File: config.mk
export PLATFORM = sky130hd
export DESIGN_NAME = multdiv_sequencer
export DESIGN_NICKNAME = d
export VERILOG_FILES = /design/src/rtl/multdiv_pkg.sv /design/src/rtl/multdiv_watchdog.sv /design/src/rtl/multdiv_sequencer.sv
export SDC_FILE = /design/constraint.sdc
export NUM_CORES = 1
export LEC_CHECK = 0
export CAP_MARGIN = 20
export CORE_MARGIN = 2
export CORE_UTILIZATION = 30
export CTS_CLUSTER_DIAMETER = 100
export DETAILED_ROUTE_END_ITERATION = 8
export SLEW_MARGIN = 20
export SYNTH_ARGS = -nofsm -noshare
export SYNTH_HDL_FRONTEND = slang
export SYNTH_SLANG_ARGS = --single-unit
File: constraint.sdc
create_clock -name clock -period 3.4 [get_ports clock]
set_input_delay 0.51 -clock clock [delete_from_list [all_inputs] [get_ports clock]]
set_output_delay 0.51 -clock clock [all_outputs]
set_load 0.05 [all_outputs]
File: src/rtl/multdiv_pkg.sv
// Shared definitions for the mul/div sequencer: state encoding, op codes,
// exception codes and the status register index.
package multdiv_pkg;

  typedef enum logic [1:0] {
    ST_IDLE  = 2'd0,
    ST_START = 2'd1,
    ST_BUSY  = 2'd2,
    ST_DONE  = 2'd3
  } mds_state_t;

  localparam logic OP_MUL = 1'b0;
  localparam logic OP_DIV = 1'b1;

  localparam logic [4:0]  DEF_RSTATUS_REG  = 5'd30;
  localparam logic [31:0] DEF_MUL_EXC_CODE = 32'd4;
  localparam logic [31:0] DEF_DIV_EXC_CODE = 32'd5;

  localparam int          DEF_TIMEOUT      = 40;

endpackage

File: src/rtl/multdiv_watchdog.sv
// Cycle counter for the BUSY phase; flags the last allowed cycle.
module multdiv_watchdog #(
  parameter int TIMEOUT = 40
) (
  input  logic clock,
  input  logic reset,
  input  logic i_clr,
  input  logic i_en,
  output logic o_tc
);

  localparam logic [5:0] TC_VAL = 6'(TIMEOUT - 1);

  logic [5:0] r_cnt;

  // Clear has priority; otherwise count while enabled.
  always_ff @(posedge clock) begin
    if (reset)      r_cnt <= '0;
    else if (i_clr) r_cnt <= '0;
    else if (i_en)  r_cnt <= r_cnt + 6'd1;
  end

  assign o_tc = i_en && (r_cnt == TC_VAL);

endmodule

File: src/rtl/multdiv_sequencer.sv
// Single-outstanding controller between execute and the iterative
// multiplier/divider: accept, start pulse, wait, hold result for writeback.
module multdiv_sequencer
  import multdiv_pkg::*;
#(
  parameter int          TIMEOUT      = DEF_TIMEOUT,
  parameter logic [4:0]  RSTATUS_REG  = DEF_RSTATUS_REG,
  parameter logic [31:0] MUL_EXC_CODE = DEF_MUL_EXC_CODE,
  parameter logic [31:0] DIV_EXC_CODE = DEF_DIV_EXC_CODE
) (
  input  logic        clock,
  input  logic        reset,
  input  logic        req_valid,
  input  logic        req_op,
  input  logic [31:0] req_a,
  input  logic [31:0] req_b,
  input  logic [4:0]  req_rd,
  output logic        req_ready,
  output logic        stall,
  input  logic        flush,
  output logic [31:0] unit_a,
  output logic [31:0] unit_b,
  output logic        ctrl_MULT,
  output logic        ctrl_DIV,
  input  logic [31:0] mult_result,
  input  logic [31:0] div_result,
  input  logic        mult_exception,
  input  logic        div_exception,
  input  logic        mult_ready,
  input  logic        div_ready,
  output logic        resp_valid,
  output logic [31:0] resp_data,
  output logic [4:0]  resp_rd,
  output logic        resp_exception,
  input  logic        resp_ack,
  output logic        timeout
);

  mds_state_t  r_state, w_next;
  logic        r_op;
  logic [31:0] r_a, r_b;
  logic [4:0]  r_rd;
  logic [31:0] r_resp_data;
  logic [4:0]  r_resp_rd;
  logic        r_resp_exc;

  logic        w_accept, w_sel_ready, w_sel_exc, w_tc, w_capture, w_exc;
  logic [31:0] w_sel_res;

  // Only the unit that was started is listened to.
  assign w_sel_ready = (r_op == OP_DIV) ? div_ready      : mult_ready;
  assign w_sel_res   = (r_op == OP_DIV) ? div_result     : mult_result;
  assign w_sel_exc   = (r_op == OP_DIV) ? div_exception  : mult_exception;

  // Flush in IDLE blocks a same-cycle accept.
  assign w_accept  = (r_state == ST_IDLE) && req_valid && !flush;
  // Ready wins over a same-cycle watchdog expiry; flush wins over both.
  assign w_capture = (r_state == ST_BUSY) && !flush && (w_sel_ready || w_tc);
  assign w_exc     = w_sel_ready ? w_sel_exc : 1'b1;

  multdiv_watchdog #(.TIMEOUT(TIMEOUT)) u_wdog (
    .clock (clock),
    .reset (reset),
    .i_clr (r_state == ST_START),
    .i_en  (r_state == ST_BUSY),
    .o_tc  (w_tc)
  );

  // State register.
  always_ff @(posedge clock) begin
    if (reset) r_state <= ST_IDLE;
    else       r_state <= w_next;
  end

  // Next-state logic.
  always_comb begin
    w_next = r_state;
    case (r_state)
      ST_IDLE:  if (w_accept)            w_next = ST_START;
      ST_START: w_next = flush ? ST_IDLE : ST_BUSY;
      ST_BUSY:  if (flush)               w_next = ST_IDLE;
                else if (w_capture)      w_next = ST_DONE;
      ST_DONE:  if (flush || resp_ack)   w_next = ST_IDLE;
      default:  w_next = ST_IDLE;
    endcase
  end

  // Latch the request on accept; operands stay stable until the next accept.
  always_ff @(posedge clock) begin
    if (reset) begin
      r_op <= OP_MUL;
      r_a  <= '0;
      r_b  <= '0;
      r_rd <= '0;
    end else if (w_accept) begin
      r_op <= req_op;
      r_a  <= req_a;
      r_b  <= req_b;
      r_rd <= req_rd;
    end
  end

  // Capture the response, mapping exceptions onto the status register.
  always_ff @(posedge clock) begin
    if (reset) begin
      r_resp_data <= '0;
      r_resp_rd   <= '0;
      r_resp_exc  <= 1'b0;
    end else if (w_capture) begin
      r_resp_exc  <= w_exc;
      r_resp_rd   <= w_exc ? RSTATUS_REG : r_rd;
      r_resp_data <= w_exc ? ((r_op == OP_DIV) ? DIV_EXC_CODE : MUL_EXC_CODE)
                           : w_sel_res;
    end
  end

  assign req_ready      = (r_state == ST_IDLE);
  assign stall          = (r_state != ST_IDLE) || req_valid;
  assign unit_a         = r_a;
  assign unit_b         = r_b;
  assign ctrl_MULT      = (r_state == ST_START) && (r_op == OP_MUL);
  assign ctrl_DIV       = (r_state == ST_START) && (r_op == OP_DIV);
  assign resp_valid     = (r_state == ST_DONE);
  assign resp_data      = r_resp_data;
  assign resp_rd        = r_resp_rd;
  assign resp_exception = r_resp_exc;
  assign timeout        = (r_state == ST_BUSY) && !flush && !w_sel_ready && w_tc;

endmodule

-- After elaboration in Yosys (flattened, before gate mapping)
Index checks and enable logic that the tools add are counted.
- register bits after elaboration: 116
- input bits: 143
- output and inout port bits: 108
- logic and storage cells: 49
- add/subtract/negate cells: 1
- equality and inequality tests: 7
- muxes and demuxes: 13
- bitwise operators: 1
- reductions and logical operators: 18
- operator list (cell ; count):
    32-bit two-way mux ; 2
    2-bit two-way mux ; 5
    1-bit logical AND ; 9
    2-bit case mux with 4 select lines ; 1
    6-bit by 1-bit adder with 6-bit output (second input constant) ; 1
    6-bit equality test (second input constant) ; 1
    5-bit two-way mux ; 1
    2-bit equality test (second input constant) ; 2
    1-bit two-way mux ; 4
    2-bit by 1-bit inequality test with 1-bit output (second input constant) ; 2
    1-bit logical OR ; 3
    3-bit inequality test (second input constant) ; 1
    3-bit AND reduction ; 1
    2-bit by 1-bit equality test with 1-bit output (second input constant) ; 1
    1-bit zero test ; 2
    2-bit zero test ; 1
    2-bit nonzero test ; 1
    2-bit OR reduction ; 1
    1-bit NOT ; 1

-- Longest topological paths before layout
Gate-level depths: netlist of run 1.
- depth after elaboration: 7
- gate-level depth with buffers: 7
- mapped depth without buffers: 5

-- Hierarchy
Synthesis of run 1 repeated with hierarchy kept, for this count alone.
- cell total of the unflattened synthesis: 526
- area, all modules: 4779.6 um^2
- modules (own cells, without submodules) (module ; instances ; cells each ; area each (um^2) ; seq. area each (um^2)):
    multdiv_sequencer ; 1 ; 497 ; 4518.1 ; 2202.1
    multdiv_watchdog ; 1 ; 29 ; 261.5 ; 120.1

-- Least setup slack after synthesis of run 1
Ideal clock, no wire load.
- kind: reg-to-output
- from: register r_state[0]
- to: output ctrl_MULT
- arrival: 1.653 ns
- data required time: 2.890 ns
- path slack: 1.237 ns
- stages on the path, launching flop included: 4
- buffers on the path: 1
- cell sequence: dfxtp_1 -> clkbuf_1 -> nor2b_1 -> nor2b_1
- longest elaborated chain between the ends: 2
- RTL lines (what ; RTL line ; text):
    start, declared ; multdiv_sequencer.sv:39 ; mds_state_t r_state, w_next;
    start signal, assigned ; multdiv_sequencer.sv:72 ; else r_state <= w_next;
    2-bit by 1-bit equality test with 1-bit output ; multdiv_sequencer.sv:121 ; assign ctrl_MULT = (r_state == ST_START) && (r_op == OP_MUL);
    1-bit logical AND ; multdiv_sequencer.sv:121 ;
    end, declared ; multdiv_sequencer.sv:23 ; output logic ctrl_MULT,
Every way passes these cells.

-- Worst setup path after layout of run 1
- from: register r_state[1]
- to: output resp_valid
- longest elaborated chain between the ends: 1
- RTL lines (what ; RTL line ; text):
    2-bit equality test ; multdiv_sequencer.sv:123 ; assign resp_valid = (r_state == ST_DONE);
    end, declared ; multdiv_sequencer.sv:31 ; output logic resp_valid,
Every way passes these cells.

==> impl_metrics.json, run 1 <==
{
  "ys_seq_area_share_pct": 50.5,
  "rsz0062_at_grt": "false",
  "finalClockSkew_ns": 0.00537,
  "vdd_ir_drop_max_v": 0.000262,
  "yosys-top-cells-area": "dfxtp_1 (50%), nand2_1 (12%), a21oi_1 (8.2%), mux2_2 (7.6%), a22oi_1 (5.2%)",
  "yosys.area_share.simple_pct": 19.4,
  "cp_cell_sequence": "and2_1 > clkdlybuf4s50_1",
  "slowest_stage": "clkdlybuf4s50_1",
  "setup_slack_ns": 0.650,
  "cts_tree": "yes",
  "cp_slowest_stage_delay_ns": 0.84,
  "avgViaCountPerCell": 4.69,
  "synth_nets": 679,
  "whs_path_depth": 2,
  "cp.required_ns": 2.89,
  "vias": 4556,
  "min_to": "unit_a[24]",
  "power_density_nw_per_um2": 493,
  "hold_viol": 0,
  "place.gp.congestion": 0.711,
  "min_path_type": "reg2reg",
  "synth_compound_area_share_pct": 16.1,
  "leakage_nw": 2.81,
  "synth_ff_type": "dfxtp_1",
  "hpwl_mm": 10.3,
  "clk_pin_slew_ns": 0.05,
  "arrival_ns": 2.24,
  "drc_errors": 0,
  "synth_mux_area_share_pct": 8.03,
  "cts_buffer_depth": 2,
  "grt_overflow": 0,
  "ys_warn_count": 0,
  "numCtsBuffers": 17,
  "period_share_pct": 80.9,
  "routed_wl_mm": 14.4,
  "final_max_slew_viol_count": 0,
  "grt_start_max_net_pins": 70,
  "num_rows": 45,
  "synth-xor-area-share_pct": 0.571,
  "synth_top_area_share_pct": 50.5,
  "final_antenna_net_count": 0,
  "crit_path_end_kind": "primary output",
  "place_ws_ns": 0.695,
  "synth_area_per_cell_um2": 8.60,
  "post-cts-setup-buffers": 0,
  "cts_root_buffer": "clkbuf_16",
  "crit_type": "reg2out",
  "core_area_um2": 15100,
  "ff2ff_path_depth": 4,
  "timing.rr.end": "resp_data[0]",
  "io_pins": 251,
  "tightest_slew_ns": 1.03,
  "slew_headroom_pct": 31.3,
  "syn_inst": 535,
  "fmax_mhz": 364,
  "drt_iter0_drc": 187,
  "post_cts_resized": 0,
  "synth_area_leader_cell": "dfxtp_1",
  "yosysUniqueCellTypes": 42,
  "synth_edf_count": 0,
  "grt_pass1_wl_mm": 22.6,
  "fillerInstances": 1389,
  "regArea_um2": 2320,
  "fp.dieH_um": 128,
  "async_flop_share_pct": 0,
  "drtPass1Iterations": 4,
  "fp.dieW_um": 128,
  "multiInputGateArea_um2": 2070,
  "wl_per_cell_um": 14.8,
  "die_area_um2": 16300,
  "setup_viol": 0,
  "start_util_pct": 30.5,
  "finalSetupTns_ns": 0,
  "status": "finished, final reports clean",
  "worstSetupStartpointType": "register",
  "clk_latency_ns": 0.40,
  "mappedNetlistArea_um2": 4600,
  "synth_top_family_by_area": "simple AND/OR/NAND/NOR gates",
  "htreeDepth": 4,
  "clock_sinks": 116,
  "r2r-start": "r_state[1]",
  "nets": 915,
  "cp_max_fo": 20,
  "hold_buffers": 0,
  "grt.total_usage_pct": 17.5,
  "io_buffers": 250,
  "maxCapViolCount": 0,
  "synth_seq_cells": 116,
  "antenna_found_initial": 0,
  "hp-start": "unit_a[24]",
  "n_antenna_cell": 0,
  "synthAdderAreaFrac_pct": 0.272,
  "area_delta_synth_final_pct": 71.2,
  "grt_pass1_vias": 4454,
  "min_period_ns": 2.75,
  "drive_gt1_share_pct": 10.1,
  "rrSetupSlack_ns": 1.21
}
## cells in the mapped netlist, types with 2 or more instances
cell type / instances
nand2_1: 145
dfxtp_1: 116
a21oi_1: 75
nor2_1: 37
a22oi_1: 32
mux2_2: 31
clkbuf_1: 25
inv_1: 11
buf_2: 9
a221oi_1: 5
buf_4: 4
nand3b_1: 3
nor2b_1: 3
a31oi_1: 2
and2_1: 2
and4b_1: 2
buf_6: 2
mux2i_1: 2
nand2b_1: 2
nor3_1: 2
or3_1: 2
or3b_2: 2
xor2_1: 2
## layout by cell type (no fill, tap or decap), drive strengths merged, types with 2 or more instances in the layout
master,instances
clkdlybuf4s50,248
nand2,145
dfxtp,116
a21oi,76
nor2,37
a22oi,32
mux2,31
clkbuf,23
inv,11
buf,10
a221oi,5
clkinv,5
bufinv,4
nor2b,3
nand3b,3
or3b,3
and2,2
or3,2
mux2i,2
and4b,2
a31oi,2
xor2,2
nor3,2
nand2b,2
nor4b,2
## power breakdown
part	switching, mW	total [mW]	internal (mW)
sequential	0.0228	1.43	1.40
clock	0.584	1.88	1.30
combinational	0.293	0.566	0.273
total	0.900	3.88	2.98
## how the worst max path moves through the flow
stage                     slack [ns]        from  cells after the start       endpoint
after floorplan                 1.24  r_state[0]                      3      ctrl_MULT
after detailed placement        0.69   div_ready                      5  resp_data[27]
after global placement          0.81   div_ready                      5   resp_data[0]
after CTS                       0.64  r_state[1]                      2     resp_valid
after global routing            0.52  r_state[1]                      2     resp_valid
final                           0.65  r_state[1]                      2     resp_valid
## cell families after synthesis
family,count (synthesis)
AOI/OAI and AO/OA,121
xor gates and xnor gates,3
adders and majority gates,1
buffers and inverters,52
DFF,116
muxes,33
and+or+nand+nor,209
## worst max-delay path: cells and delay by family (launching register included)
family | cells | cell delay [ns]
buf+inv | 1 | 0.84
flops | 1 | 0.72
simple gates | 1 | 0.28
## stage by stage
| stage | instance area, µm² | hold slack [ns] | power (mW) | utilization, % | std cells |
|---|---|---|---|---|---|
| final | 7870 | 0.450 | 3.88 | 52.2 | 972 |
| after global routing | 7870 | 0.470 | 4.03 | 52.2 | 972 |
| after CTS | 7870 | 0.453 | 3.94 | 52.2 | 972 |
| after detailed placement | 7240 | 0.447 | 2.03 | 48.0 | 940 |
| after global placement | 7240 | 0.442 | 2.02 | 48.0 | 940 |
| after floorplan | 4600 | 0.436 | 1.74 | - | 535 |
## layer usage
layer,track usage [%],wire [µm],vias to the layer above
li1,-,-,2285
met2,30.8,7040,171
met4,6.59,185,0
met3,5.84,1240,12
met5,0,0,-
met1,19.6,5920,2088
## area by class of cell
type                            instances  share of cell area (%)
Clock buffer                           23                    6.20
Inverter                               11                   0.524
Multi-Input combinational cell        367                    26.3
Sequential cell                       116                    29.5
Clock inverter                          9                    1.89
Timing Repair Buffer                  258                    32.6
Tap cell                              188                    2.99
## flip-flops by register name (all words and copies together) (netlist names)
register	cells
resp_rd	5
resp_exception	1
r_rd	5
resp_data	32
r_state	2
u_wdog.r_cnt	6
unit_a	32
unit_b	32
r_op	1
No activity file was read; power rests on OpenSTA's default activity.
==> inputs of run 2 (changes only) <==
Settings changed: PLACE_DENSITY set to 0.67.
Clock period 3.4 ns to 2.51 ns, I/O delays scaled along.
==> impl_metrics.json, run 2 (synthesis results as in run 1) <==
{
  "min_period_ns": 2.20,
  "rsz0062_at_grt": "false",
  "finalSetupTns_ns": 0,
  "drt_iter0_drc": 176,
  "min_path_type": "in2reg",
  "area_delta_synth_final_pct": 71.4,
  "grt_pass1_vias": 4449,
  "io_pins": 251,
  "postPlaceCellArea_um2": 7300,
  "timing.hold.ws_ns": 0.410,
  "crit_type": "reg2out",
  "drc_errors": 0,
  "status": "finished, final reports clean",
  "grt_start_max_net_pins": 71,
  "tightest_slew_ns": 0.614,
  "power_mw": 5.05,
  "post-cts-setup-buffers": 0,
  "place_ws_ns": 0.183,
  "num_rows": 45,
  "numCtsBuffers": 17,
  "hold_viol": 0,
  "cp.required_ns": 2.13,
  "finalClockSkew_ns": 0.00538,
  "fp.dieW_um": 128,
  "worstSetupStartpointType": "register",
  "grt_pass1_wl_mm": 21.5,
  "post_cts_resized": 0,
  "final_cell_mix": "clkdlybuf4s50_1 (243), nand2_1 (145), dfxtp_1 (115)",
  "arrival_ns": 1.83,
  "routed_wl_mm": 13.9,
  "power_density_nw_per_um2": 640,
  "final_max_slew_viol_count": 0,
  "drive_gt1_share_pct": 10.8,
  "setup_viol": 0,
  "cts_buffer_depth": 2,
  "vias": 4624,
  "cts_tree": "yes",
  "maxCapViolCount": 0,
  "slew_headroom_pct": 58.9,
  "drtPass1Iterations": 4,
  "place.gp.congestion": 0.726,
  "grt_overflow": 0,
  "hpwl_mm": 10.2,
  "fillerInstances": 1397,
  "nets": 917,
  "clock_sinks": 116,
  "fmax_mhz": 454,
  "leakage_nw": 2.81,
  "postLayoutCoreUtil_pct": 52.2,
  "fin_cells": 974,
  "vdd_ir_drop_max_v": 0.000399,
  "layout_commonest_cell": "clkdlybuf4s50_1",
  "setup_slack_ns": 0.306,
  "final_antenna_net_count": 0,
  "avgViaCountPerCell": 4.75,
  "io_buffers": 250,
  "grt.total_usage_pct": 16.6,
  "antenna_found_initial": 0,
  "htreeDepth": 4,
  "fp.dieH_um": 128,
  "cp_max_fo": 16,
  "die_area_um2": 16300,
  "n_antenna_cell": 0,
  "start_util_pct": 30.5,
  "clk_latency_ns": 0.40,
  "clk_pin_slew_ns": 0.05,
  "cts_root_buffer": "clkbuf_16",
  "hold_buffers": 0,
  "rrSetupSlack_ns": 0.47,
  "period_share_pct": 87.8,
  "final_area_um2": 7880,
  "crit_path_end_kind": "primary output",
  "core_area_um2": 15100,
  "wl_per_cell_um": 14.3,
  "post-place-cells": 942
}
run 2: worst max-delay path, cell delays in order (launching register included):
cell and delay (ns):
dfxtp_1 0.67, nor2b_1 0.36, nor2b_1 0.17, buf_4 0.21
run 2: where the power goes:
| group | internal [mW] | leakage, nW | switching, mW |
|---|---|---|---|
| combinational | 0.375 | 1.59 | 0.394 |
| clock | 1.53 | 0.279 | 0.811 |
| sequential | 1.90 | 0.942 | 0.0333 |
run 2: cell type report:
type,instances,area [µm²],share of cell area (%)
Clock buffer,23,478,6.06
Clock inverter,9,103,1.30
Inverter,11,41.3,0.524
Multi-Input combinational cell,367,2070,26.2
Sequential cell,116,2320,29.5
Tap cell,188,235,2.98
Timing Repair Buffer,260,2640,33.4
run 2: metal layers:
layer	global-route usage, %	wire, µm	up-vias
li1	-	-	2291
met1	18.1	5530	2134
met2	28.7	6770	181
met3	7.18	1360	18
met4	6.33	244	0
met5	0	0	-
run 2: path summary, 6_finish.rpt:
| check | startpoint | to | cells past startpoint |
|---|---|---|---|
| worst max-delay path | r_state[0] | ctrl_MULT | 3 |
| worst min-delay path | reset | u_wdog.r_cnt[2] | 2 |
| worst max register to register | r_state[0] | resp_data[0] | 4 |
| worst min register to register | unit_a[28] | unit_a[28] | 2 |
==> inputs of run 3 (changes only) <==
Settings changed: ABC_AREA set to 0, CTS_CLUSTER_SIZE set to 10.
==> results of run 3 <==
Same layout as run 2: the final DEF is identical, and so are final timing and power.
